**config.mk**
```make
export PLATFORM = sky130hd
export DESIGN_NAME = hazard_ctrl
export DESIGN_NICKNAME = d
export VERILOG_FILES = /design/src/rtl/hazard_ctrl_pkg.sv /design/src/rtl/hazard_ctrl_md_busy_ctr.sv /design/src/rtl/hazard_ctrl.sv
export SDC_FILE = /design/constraint.sdc
export NUM_CORES = 1
export LEC_CHECK = 0
export ABC_AREA = 1
export CAP_MARGIN = 20
export CORE_MARGIN = 5
export CORE_UTILIZATION = 35
export DETAILED_ROUTE_END_ITERATION = 12
export HOLD_SLACK_MARGIN = 0.03
export PLACE_DENSITY = 0.55
export SLEW_MARGIN = 25
export SYNTH_ARGS = -nofsm -noshare
export SYNTH_HDL_FRONTEND = slang
export SYNTH_SLANG_ARGS = --single-unit
```
**constraint.sdc**
```tcl
create_clock -name clk -period 2.5 [get_ports clk]
set_clock_uncertainty 0.2 [all_clocks]
set_input_delay 0.5 -clock clk [delete_from_list [all_inputs] [get_ports clk]]
set_output_delay 0.5 -clock clk [all_outputs]
set_load 0.01 [all_outputs]
```
**src/rtl/hazard_ctrl_pkg.sv**
```systemverilog
// Shared constants, shadow-stage records and the forward/stall helper functions
// used by the pipeline hazard controller.
package hazard_ctrl_pkg;

    localparam logic [1:0] FWD_RF = 2'd0;
    localparam logic [1:0] FWD_E  = 2'd1;
    localparam logic [1:0] FWD_M  = 2'd2;
    localparam logic [1:0] FWD_W  = 2'd3;

    localparam logic [1:0] TUSE_NONE = 2'd3;

    localparam logic [1:0] TNEW_JAL  = 2'd0;
    localparam logic [1:0] TNEW_ALU  = 2'd1;
    localparam logic [1:0] TNEW_LOAD = 2'd2;

    typedef struct packed {
        logic [4:0] a3;
        logic [1:0] tnew;
        logic [4:0] rs;
        logic [4:0] rt;
        logic       md_start;
        logic       md_div;
    } e_stage_t;

    typedef struct packed {
        logic [4:0] a3;
        logic [1:0] tnew;
        logic [4:0] rt;
    } m_stage_t;

    typedef struct packed {
        logic [4:0] a3;
        logic [1:0] tnew;
    } w_stage_t;

    // Youngest matching producer wins; it is only bypassed once its result exists.
    function automatic logic [1:0] fwd_sel(
        input logic [4:0] r,
        input logic       scan_e,
        input logic [4:0] e_a3,
        input logic [1:0] e_tnew,
        input logic       scan_m,
        input logic [4:0] m_a3,
        input logic [1:0] m_tnew,
        input logic [4:0] w_a3,
        input logic [1:0] w_tnew
    );
        fwd_sel = FWD_RF;
        if (r != 5'd0) begin
            if (scan_e && e_a3 == r) begin
                fwd_sel = (e_tnew == TNEW_JAL) ? FWD_E : FWD_RF;
            end else if (scan_m && m_a3 == r) begin
                fwd_sel = (m_tnew == TNEW_JAL) ? FWD_M : FWD_RF;
            end else if (w_a3 == r) begin
                fwd_sel = (w_tnew == TNEW_JAL) ? FWD_W : FWD_RF;
            end
        end
    endfunction

    function automatic logic reg_hazard(
        input logic [4:0] r,
        input logic [1:0] tuse,
        input logic [4:0] e_a3,
        input logic [1:0] e_tnew,
        input logic [4:0] m_a3,
        input logic [1:0] m_tnew
    );
        reg_hazard = 1'b0;
        if (tuse != TUSE_NONE && r != 5'd0) begin
            if (e_a3 == r) begin
                reg_hazard = (tuse < e_tnew);
            end else if (m_a3 == r) begin
                reg_hazard = (tuse < m_tnew);
            end
        end
    endfunction

endpackage

```
**src/rtl/hazard_ctrl_md_busy_ctr.sv**
```systemverilog
// Busy counter for the multi-cycle HI/LO unit: loads on a mult/div leaving E,
// then counts down to idle.
module md_busy_ctr #(
    parameter int MULT_CYCLES = 5,
    parameter int DIV_CYCLES  = 10,
    parameter int CNT_W       = 4
) (
    input  logic clk,
    input  logic reset,
    input  logic load,
    input  logic load_div,
    output logic busy
);

    logic [CNT_W-1:0] cnt;

    always_ff @(posedge clk or negedge reset) begin
        if (!reset) begin
            cnt <= '0;
        end else if (load) begin
            cnt <= load_div ? CNT_W'(DIV_CYCLES) : CNT_W'(MULT_CYCLES);
        end else if (cnt != '0) begin
            cnt <= cnt - CNT_W'(1);
        end
    end

    assign busy = (cnt != '0);

endmodule

```
**src/rtl/hazard_ctrl.sv**
```systemverilog
// Central stall/forwarding controller: tracks a shadow copy of E/M/W destination
// registers and Tnew, and drives stall, E bubble, bypass selects and HI/LO busy.
module hazard_ctrl
    import hazard_ctrl_pkg::*;
#(
    parameter int MULT_CYCLES = 5,
    parameter int DIV_CYCLES  = 10,
    parameter int CNT_W       = 4
) (
    input  logic       clk,
    input  logic       reset,
    input  logic [4:0] d_rs,
    input  logic [4:0] d_rt,
    input  logic [1:0] d_tuse_rs,
    input  logic [1:0] d_tuse_rt,
    input  logic [4:0] d_a3,
    input  logic [1:0] d_tnew,
    input  logic       d_md_start,
    input  logic       d_md_div,
    input  logic       d_md_use,
    output logic       stall,
    output logic       flush_e,
    output logic [1:0] fwd_d_rs,
    output logic [1:0] fwd_d_rt,
    output logic [1:0] fwd_e_rs,
    output logic [1:0] fwd_e_rt,
    output logic [1:0] fwd_m_rt,
    output logic       md_busy
);

    e_stage_t e_q;
    m_stage_t m_q;
    w_stage_t w_q;

    logic hazard_rs;
    logic hazard_rt;
    logic hazard_md;

    always_comb begin
        hazard_rs = reg_hazard(d_rs, d_tuse_rs, e_q.a3, e_q.tnew, m_q.a3, m_q.tnew);
        hazard_rt = reg_hazard(d_rt, d_tuse_rt, e_q.a3, e_q.tnew, m_q.a3, m_q.tnew);
        // A mult/div sitting in E has not loaded the counter yet, so it blocks too.
        hazard_md = d_md_use & (md_busy | e_q.md_start);
    end

    assign stall   = hazard_rs | hazard_rt | hazard_md;
    assign flush_e = stall;

    always_comb begin
        fwd_d_rs = fwd_sel(d_rs, 1'b1, e_q.a3, e_q.tnew, 1'b1, m_q.a3, m_q.tnew, w_q.a3, w_q.tnew);
        fwd_d_rt = fwd_sel(d_rt, 1'b1, e_q.a3, e_q.tnew, 1'b1, m_q.a3, m_q.tnew, w_q.a3, w_q.tnew);
        fwd_e_rs = fwd_sel(e_q.rs, 1'b0, e_q.a3, e_q.tnew, 1'b1, m_q.a3, m_q.tnew, w_q.a3, w_q.tnew);
        fwd_e_rt = fwd_sel(e_q.rt, 1'b0, e_q.a3, e_q.tnew, 1'b1, m_q.a3, m_q.tnew, w_q.a3, w_q.tnew);
        fwd_m_rt = fwd_sel(m_q.rt, 1'b0, e_q.a3, e_q.tnew, 1'b0, m_q.a3, m_q.tnew, w_q.a3, w_q.tnew);
    end

    always_ff @(posedge clk or negedge reset) begin
        if (!reset) begin
            e_q <= '0;
            m_q <= '0;
            w_q <= '0;
        end else begin
            w_q <= {m_q.a3, m_q.tnew};
            m_q <= {e_q.a3, (e_q.tnew == TNEW_JAL) ? TNEW_JAL : (e_q.tnew - 2'd1), e_q.rt};
            if (stall) begin
                e_q <= '0;
            end else begin
                e_q <= {d_a3, d_tnew, d_rs, d_rt, d_md_start, d_md_div};
            end
        end
    end

    md_busy_ctr #(
        .MULT_CYCLES(MULT_CYCLES),
        .DIV_CYCLES (DIV_CYCLES),
        .CNT_W      (CNT_W)
    ) u_md_busy_ctr (
        .clk     (clk),
        .reset   (reset),
        .load    (e_q.md_start),
        .load_div(e_q.md_div),
        .busy    (md_busy)
    );

endmodule
```
==> key figures <==
Timing
  • Max-slew violation count: 0
  • Tcrit/Tclk final: 0.9928
  • Hold Fails Final Rpt: 0
  • Slew HR: 0.6753
  • Max Clock Freq: 402.9 MHz
  • RSZ-0062 raised after global routing: true
  • # setup viols final: 0
  • Worst-margin pin slew: 0.4834 ns
  • WHS: 0.2301 ns
  • Tmin final: 2.482 ns

Route
  • Met3 wire length: 244 um
  • Met1 Wirelength: 2.950 mm
  • Post-route ant nets: 0
  • Routed WL: 6.517 mm
  • Number of vias per cell: 4.450
  • Wire length on met2: 3.216 mm
  • Wire per inst: 12.23 um
  • Initial detailed-routing violation count: 105
  • Uppermost layer routed: met4
  • Number of remaining DRC errors: 0
  • Via count: 2372
  • DRT Pass-1 Iters: 4

Yosys
  • Synth Register Bits: 42
  • Yosys cell types: 28
  • Yosys Warn Count: 0
  • Syn avg cell area: 7.445 um^2
  • Top cell type's share of synthesized area: 0.4128
  • Cell count after synthesis: 342
  • Synth Net Count: 374
  • Post-synth ARST share: 1.000
  • Dominant cell by count in the synthesized netlist: nand2_1
  • Synth area leader: dfrtp_1
  • Seq/Total Area, Yosys: 0.4128
  • Post-synth top cells: 85 x nand2_1, 50 x inv_1, 42 x dfrtp_1
  • Largest cells by area after synthesis: dfrtp_1 41%, nand2_1 13%, inv_1 7.4%
  • Mapped Area: 2546 um^2
  • Post-synth top flop: dfrtp_1
  • Number of synthesized flops with an enable pin: 0

GRT
  • Vias in the first global route: 2408
  • First-pass GRT wire length: 10.85 mm
  • Initial antenna violation count: 0
  • Largest net degree at the start of global routing: 17
  • Overall track demand over capacity in global routing: 0.1534
  • GR Overflow Total: 0

Place
  • RePlAce Congestion: 0.8551
  • Port Buf Inserts: 38
  • DP HPWL: 5.149 mm

Worst setup path
  • CP Cell Sequence: buf_6, buf_6, xor2_2, nor2_1, nand4_1, nor2_2, nor2_1, nor2_1, buf_2
  • CP Buf/Inv Count: 3
  • Slowest-stage cell, CP: dfrtp_1
  • Setup CP Type: reg -> out
  • Crit path DAT: 1.78 ns
  • Startpoint Class: register
  • CP Max Fanout: 3
  • Top Family by Delay on Critical Path: simple AND/OR/NAND/NOR gates
  • Critical path endpoint category: primary output
  • CP max stage delay: 0.41 ns
  • Most used cell along the critical path: nor2_1
  • Critical Path RT: 1.80 ns

Flow run
  • Max_cap viols: 0

Floorplanning
  • FP Rows: 31
  • Starting density of the core: 0.3548
  • Chip Width: 95.29 um
  • Die Y: 95.29 um
  • Core Box Area: 7176 um^2
  • Die area: 9080 um^2
  • I/O pin count: 39

Layout
  • Total Nets Final: 466
  • FILL cells: 683
  • Layout cell share with drive strength beyond 1: 0.3594
  • Area added between synthesis and finish: 43.49%
  • Ant. Diodes: 0

Pwr
  • PD cells: 608.3 nW/um^2
  • Worst VDD drop: 0.3444 mV
  • P_leak: 1.904 nW
  • Total chip power: 2.222 mW

Clocking
  • Clock Sinks: 42
  • Root Driver: clkbuf_8
  • Clk Latency, worst-skew pair: 0.29 ns
  • Clock Path Buffers: 2
  • CTS clk-pin slew, worst paths: 0.08 ns
  • CTS H-tree depth: 2
  • Total CTS buffers: 5
  • CTS tree: built

Status
  • Outcome: finished clean

Worst hold path
  • Min-delay worst type: reg -> reg
==> layer usage <==
layer  vias to the layer above  GRT usage
li1                       1232          -
met1                      1086     0.1893
met2                        44     0.2641
met3                        10    0.03394
met4                         0    0.05048
met5                         -          0
==> worst register-to-register path, cell delays in order (launching register included) <==
cell	delay, ns
dfrtp_2	0.43
buf_4	0.15
nand2_1	0.06
nand2_1	0.06
nor2_2	0.12
nand3_2	0.12
o21ai_1	0.13
nand2_1	0.08
nand3_2	0.11
buf_4	0.13
buf_4	0.20
nor2_2	0.05
==> through the flow <==
stage,std cells,area [um^2],setup slack [ns],TNS (ns),util
after floorplan,342,2546,0.2956,0,-
after global routing,533,3654,-0.1147,-0.3251,0.5092
after global placement,517,3339,-0.6709,-3.902,0.4654
after detailed placement,517,3339,-0.6941,-3.966,0.4654
final,533,3654,0.01789,0,0.5092
after CTS,531,3492,-0.01349,-0.01815,0.4867
==> cell families (layout without fill, tap and decap cells) <==
| kind of cell | after synthesis | in the layout | synth area share |
|---|---|---|---|
| and+or+nand+nor | 180 | 180 | 0.3155 |
| AOI/OAI and AO/OA | 26 | 26 | 0.05553 |
| DFF | 42 | 42 | 0.4128 |
| buffers and inverters | 64 | 156 | 0.1042 |
| xor gates and xnor gates | 24 | 24 | 0.08256 |
| adders and majority gates | 6 | 6 | 0.02948 |
==> registers in the layout, indices dropped and copies added (netlist names) <==
name and count:
e_q 19, u_md_busy_ctr.cnt 4, m_q 12, w_q 7
==> placed cells by master, fill, tap and decap left out, types with 3 or more instances in the layout <==
master,instances
dfrtp_1,38
o21ai_0,7
nand4_1,8
xnor2_1,10
buf_4,47
dlygate4sd2_1,6
nand3_2,8
nor2_2,29
a21oi_1,7
nand2_2,3
nand2_1,83
xor2_1,8
buf_6,9
a21oi_2,6
nor2_1,30
inv_2,10
clkdlybuf4s50_1,13
ha_1,6
nor3_1,5
clkbuf_8,5
clkbuf_2,7
buf_2,9
dfrtp_2,4
inv_1,44
xnor2_2,4
==> final timing paths <==
check	startpoint	to	slack, ns	depth (start not counted)
setup / recovery	w_q[2]	fwd_d_rt[0]	0.02	9
hold / removal	e_q[15]	m_q[8]	0.23	0
setup reg to reg	m_q[9]	e_q[8]	0.55	11
hold reg to reg	e_q[15]	m_q[8]	0.23	0
max in group asynchronous	reset	m_q[7]	1.15	3
min in group asynchronous	reset	m_q[0]	0.42	2
==> area by class of cell <==
class,count,area [um^2],share of cell area
multi-input combinational,236,1431,0.3918
sequential,42,1056,0.2890
timing repair buffer,94,757.0,0.2072
inverter,55,209.0,0.05719
tap,99,123.9,0.03390
clock buffer,7,76.32,0.02089
==> report_power, final <==
part / leakage [nW] / internal [mW] / switching [mW]
Combinational: 1.33 / 0.444 / 0.466
Sequential: 0.534 / 0.792 / 0.114
Clock: 0.0383 / 0.192 / 0.214
Total: 1.90 / 1.43 / 0.794
==> timing repair <==
| action | in CTS | in global routing |
|---|---|---|
| hold buffers | 1 | 0 |
| setup endpoints to repair | 12 | 12 |
| hold endpoints to repair | 11 | 0 |
| setup buffers | 7 | 3 |
| gates resized for setup | 75 | 58 |
| pin swaps | 15 | 23 |
Power figures use the tool's default switching activity.
